## config.mk

```make
export PLATFORM = sky130hd
export DESIGN_NAME = jesd204_tpl_dac_dma_fifo
export DESIGN_NICKNAME = d
export VERILOG_FILES = /design/src/rtl/jesd204_tpl_dac_fifo_ram.sv /design/src/rtl/jesd204_tpl_dac_dma_fifo.sv
export SDC_FILE = /design/constraint.sdc
export NUM_CORES = 2
export LEC_CHECK = 0
export CAP_MARGIN = 40
export CORE_ASPECT_RATIO = 1.5
export CORE_MARGIN = 5
export CORE_UTILIZATION = 35
export CTS_CLUSTER_SIZE = 14
export DETAILED_ROUTE_END_ITERATION = 10
export PLACE_DENSITY_LB_ADDON = 0.3
export SETUP_SLACK_MARGIN = 0.02
export SLEW_MARGIN = 20
export SYNTH_ARGS = -nofsm -noshare
export SYNTH_HDL_FRONTEND = slang
export SYNTH_SLANG_ARGS = --single-unit
```

## constraint.sdc

```tcl
create_clock -name clk -period 16.36 [get_ports clk]
set_clock_uncertainty 0.1 [all_clocks]
set_input_delay 3.272 -clock clk [delete_from_list [all_inputs] [get_ports clk]]
set_output_delay 3.272 -clock clk [all_outputs]
set_load 0.05 [all_outputs]
```

## src/rtl/jesd204_tpl_dac_fifo_ram.sv

```systemverilog
// Sample storage for the DAC DMA FIFO.
// Simple dual-port RAM: synchronous write, registered read that holds when idle.
module jesd204_tpl_dac_fifo_ram #(
  parameter int DATA_WIDTH = 128,
  parameter int ADDR_WIDTH = 4
) (
  input  logic                  clk,
  input  logic                  wr_en,
  input  logic [ADDR_WIDTH-1:0] wr_addr,
  input  logic [DATA_WIDTH-1:0] wr_data,
  input  logic                  rd_en,
  input  logic [ADDR_WIDTH-1:0] rd_addr,
  output logic [DATA_WIDTH-1:0] rd_data
);
  logic [DATA_WIDTH-1:0] mem [2**ADDR_WIDTH];

  always_ff @(posedge clk) begin
    if (wr_en) mem[wr_addr] <= wr_data;
    if (rd_en) rd_data <= mem[rd_addr];
  end
endmodule

```

## src/rtl/jesd204_tpl_dac_dma_fifo.sv

```systemverilog
// DMA-to-TPL-DAC elastic buffer: prefills START_LEVEL beats, then serves one beat per
// DAC request with one-cycle latency; an empty request yields zero data and dac_dunf.
module jesd204_tpl_dac_dma_fifo #(
  parameter int DATA_WIDTH   = 128,
  parameter int NUM_CHANNELS = 2,
  parameter int ADDR_WIDTH   = 4,
  parameter int START_LEVEL  = 8
) (
  input  logic                    clk,
  input  logic                    reset,
  input  logic [NUM_CHANNELS-1:0] enable,
  input  logic                    s_valid,
  output logic                    s_ready,
  input  logic [DATA_WIDTH-1:0]   s_data,
  input  logic [NUM_CHANNELS-1:0] dac_valid,
  output logic [DATA_WIDTH-1:0]   dac_ddata,
  output logic                    dac_dunf,
  output logic [ADDR_WIDTH:0]     level
);
  typedef enum logic [1:0] {ST_IDLE, ST_FILL, ST_RUN} state_t;

  localparam logic [ADDR_WIDTH:0] DEPTH_L = {1'b1, {ADDR_WIDTH{1'b0}}};
  localparam logic [ADDR_WIDTH:0] START_L = START_LEVEL[ADDR_WIDTH:0];
  localparam logic [ADDR_WIDTH:0] ONE_L   = {{ADDR_WIDTH{1'b0}}, 1'b1};

  state_t                  state, state_next;
  logic [ADDR_WIDTH-1:0]   wr_ptr, rd_ptr;
  logic [DATA_WIDTH-1:0]   ram_q;
  logic                    push, pop, unf, zero_q;
  logic                    run_on;

  // state register
  always_ff @(posedge clk) begin
    if (reset) state <= ST_IDLE;
    else       state <= state_next;
  end

  // next state
  always_comb begin
    state_next = state;
    if (~|enable) state_next = ST_IDLE;
    else begin
      case (state)
        ST_IDLE: state_next = ST_FILL;
        ST_FILL: if (level >= START_L) state_next = ST_RUN;
        default: state_next = state;
      endcase
    end
  end

  // outputs / strobes decoded from state
  always_comb begin
    run_on  = (state == ST_RUN) && (|dac_valid);
    s_ready = (state != ST_IDLE) && (level != DEPTH_L);
    push    = s_valid && s_ready;
    pop     = run_on && (level != '0);
    unf     = run_on && (level == '0);
  end

  // pointers and occupancy; a stopped stream flushes everything
  always_ff @(posedge clk) begin
    if (reset || state == ST_IDLE || ~|enable) begin
      wr_ptr <= '0;
      rd_ptr <= '0;
      level  <= '0;
    end else begin
      if (push) wr_ptr <= wr_ptr + ADDR_WIDTH'(1);
      if (pop)  rd_ptr <= rd_ptr + ADDR_WIDTH'(1);
      case ({push, pop})
        2'b10:   level <= level + ONE_L;
        2'b01:   level <= level - ONE_L;
        default: level <= level;
      endcase
    end
  end

  // zero_q masks the RAM output outside RUN and on underflow, so stale or
  // pre-reset contents never reach the DAC
  always_ff @(posedge clk) begin
    if (reset) begin
      zero_q   <= 1'b1;
      dac_dunf <= 1'b0;
    end else begin
      dac_dunf <= unf;
      if (state != ST_RUN || unf) zero_q <= 1'b1;
      else if (pop)               zero_q <= 1'b0;
    end
  end

  assign dac_ddata = zero_q ? '0 : ram_q;

  jesd204_tpl_dac_fifo_ram #(
    .DATA_WIDTH (DATA_WIDTH),
    .ADDR_WIDTH (ADDR_WIDTH)
  ) u_ram (
    .clk     (clk),
    .wr_en   (push),
    .wr_addr (wr_ptr),
    .wr_data (s_data),
    .rd_en   (pop),
    .rd_addr (rd_ptr),
    .rd_data (ram_q)
  );
endmodule

```

==> impl_metrics.py <==
metrics = {
    "layout": {
        "seq_area_um2": 65700,
        "fin_util": 0.410,
        "area_growth_pct": 16.7,
        "multi_input_area_um2": 16200,
        "final_area_um2": 96400,
        "fin_nets": 3879,
        "layout_commonest_cell": "edfxtp_1",
        "fillers": 20200,
        "drive_gt1_frac": 0.264,
        "final_cell_mix": "edfxtp_1, mux4_2, clkdlybuf4s50_1",
    },
    "yosys": {
        "synth_warnings": 0,
        "synth_top_area_cell": "edfxtp_1",
        "synth-seq-cells": 2193,
        "synthTopCellsByArea": "edfxtp_1, mux4_2, nor2b_1",
        "syn_nets": 3456,
        "synth_edf_count": 2176,
        "synth-seq-area-share": 0.796,
        "avgSynthCellArea_um2": 24.9,
        "async_flop_share": 0,
        "yosysTopAreaCellShare": 0.791,
        "synth_ff_type": "edfxtp_1",
        "netlist_instances": 3313,
        "synthDistinctLibCells": 39,
        "netlist_area_um2": 82600,
    },
    "power_and_ir_drop": {
        "power.leakage_nw": 28.3,
        "powerDensity_nw_per_um2": 113,
        "irDropWorstVdd_mv": 0.0791,
    },
    "clock_network": {
        "numCtsBuffers": 211,
        "ctsResizeCount": 0,
        "numClockSinks": 2193,
        "root_buffer": "clkbuf_16",
        "cts_setup_buffers": 0,
        "clkTransAtPathRegs_ns": 0.06,
        "clk_latency_ns": 0.86,
        "cts_tree": "built",
        "htreeDepth": 4,
        "cts_hold_buf": 0,
        "cts_max_path_buffers": 4,
    },
    "floorplan": {
        "io_pins": 270,
        "start_util": 0.352,
        "die_height_um": 605,
        "row_count": 218,
        "core-area_um2": 235000,
        "die-width_um": 407,
        "die-area_um2": 246000,
    },
    "critical_path": {
        "worstPathRequired_ns": 12.99,
        "end_kind": "output pin",
        "worst_path_largest_cell_delay_ns": 0.71,
        "crit_path_start_kind": "flop",
        "path_cells": "buf_4, buf_16, nor2b_1, clkdlybuf4s50_1",
        "cp_top_family": "buffers and inverters",
        "cp.arrival_ns": 3.34,
        "path_buf_inv": 3,
        "critPathSlowestCell": "dfxtp_4",
        "worstSetupPathType": "flop to output pin",
        "path_max_fanout": 51,
    },
    "grt": {
        "grt_pass1_wl_mm": 285,
        "grt-ovfl-total": 0,
        "grtUsageTotal": 0.160,
        "antenna_found_initial": 55,
        "grt_pass1_vias": 38300,
        "grt_max_degree": 134,
    },
    "drt": {
        "dr.pass1.iters": 5,
        "drtIter0Drc": 2702,
        "via_per_inst": 5.18,
        "drtAntennaViolNets": 0,
        "drt-wirelength-per-cell_um": 28.5,
        "vias": 36200,
        "drc": 0,
        "wirelength_mm": 199,
    },
    "placed_design": {
        "place_area_um2": 90100,
        "io_buffers": 269,
        "gp_congestion": 0.709,
        "pre_cts_slack_ns": 9.30,
        "hpwlAfterDp_mm": 113,
    },
    "timing": {
        "slew_headroom": 0.259,
        "worst_pin_slew_ns": 1.11,
        "fin_setup_tns_ns": 0,
        "hold_viol": 0,
        "rsz0062_at_grt": "false",
        "finalCriticalPeriod_ns": 6.71,
        "fmaxAchievable_mhz": 149,
        "finalSetupViolations": 0,
        "layout_worst_path_cycle_share": 0.410,
        "slew_viol_final": 0,
        "setup_slack_ns": 9.65,
        "finalHoldWorstSlack_ns": 0.398,
    },
    "flow_run": {
        "cap_violations": 0,
    },
    "worst_hold_path": {
        "min_path_type": "flop to flop",
    },
    "status": {
        "status": "finished, final reports clean",
    },
}
==> cell families (layout without fill, tap and decap cells) <==
family,count (synthesis),count (layout),share of synthesized area
compound gates,69,69,0.00550
xor+xnor,8,8,0.000849
fa+ha+maj,8,8,0.00121
buf+inv,175,751,0.0103
flops,2193,2193,0.796
mux,645,645,0.172
other cells,0,15,0
simple gates,215,215,0.0150
==> area by class of cell <==
class | count | area share
sequential | 2193 | 0.682
multi-input combinational | 945 | 0.168
clock buffer | 265 | 0.0573
timing repair buffer | 381 | 0.0455
tap | 3080 | 0.0400
clock inverter | 101 | 0.00745
antenna | 15 | 0.000389
inverter | 4 | 0.000156
==> worst paths after layout <==
path,start,end,slack (ns),cells after the start
min,state[1],state[1],0.40,2
min reg2reg,state[1],state[1],0.40,2
max reg2reg,level[2],u_ram.mem[0][42],12.38,8
max,zero_q,dac_ddata[82],9.65,4
==> worst register-to-register path, stage by stage (launching register included) <==
cell and delay [ns]:
dfxtp_1 0.51, or3_1 0.24, o211a_1 0.34, nand2_1 0.28
nor3_2 0.17, buf_4 0.42, buf_4 0.74, buf_4 0.48
buf_16 0.32
==> routing by layer <==
layer / part of all wire / track usage / vias to the layer above
li1: - / - / 15100
met1: 0.41 / 0.212 / 19800
met2: 0.51 / 0.276 / 948
met3: 0.051 / 0.0280 / 311
met4: 0.024 / 0.0401 / 26
met5: 0.00095 / 0 / -
==> registers in the layout (all words and copies together) (netlist names) <==
register and flops:
u_ram.mem 2048, u_ram.rd_data 128, level 5, rd_ptr 4
wr_ptr 4, state 2, dac_dunf 1, zero_q 1
==> stage by stage <==
step	total power, W	instances
final	0.0109	6984
after global routing	0.0113	6973
after CTS	0.0110	6966
after detailed placement	0.00648	6600
after global placement	0.00647	6557
after floorplan	0.00635	3313
==> report_power, final <==
| group | internal [W] | switching [W] |
|---|---|---|
| registers | 0.00619 | 0.00000345 |
| logic | 0.0000551 | 0.000105 |
| clock network | 0.00251 | 0.00204 |
==> cells in the mapped netlist, types with 2 or more instances <==
cell,count
a211oi_1,25
a21oi_1,28
a22oi_1,2
buf_1,13
buf_2,49
buf_4,25
buf_6,5
clkbuf_1,79
dfxtp_1,17
edfxtp_1,2176
ha_1,8
inv_1,4
mux2i_1,29
mux4_2,616
nand2_1,9
nand2b_1,5
nor2_1,30
nor2b_1,154
nor3_1,5
o2111ai_1,2
o21ai_0,3
or2_2,2
or3_1,5
xnor2_1,3
xor2_1,5
Power figures use the tool's default switching activity.
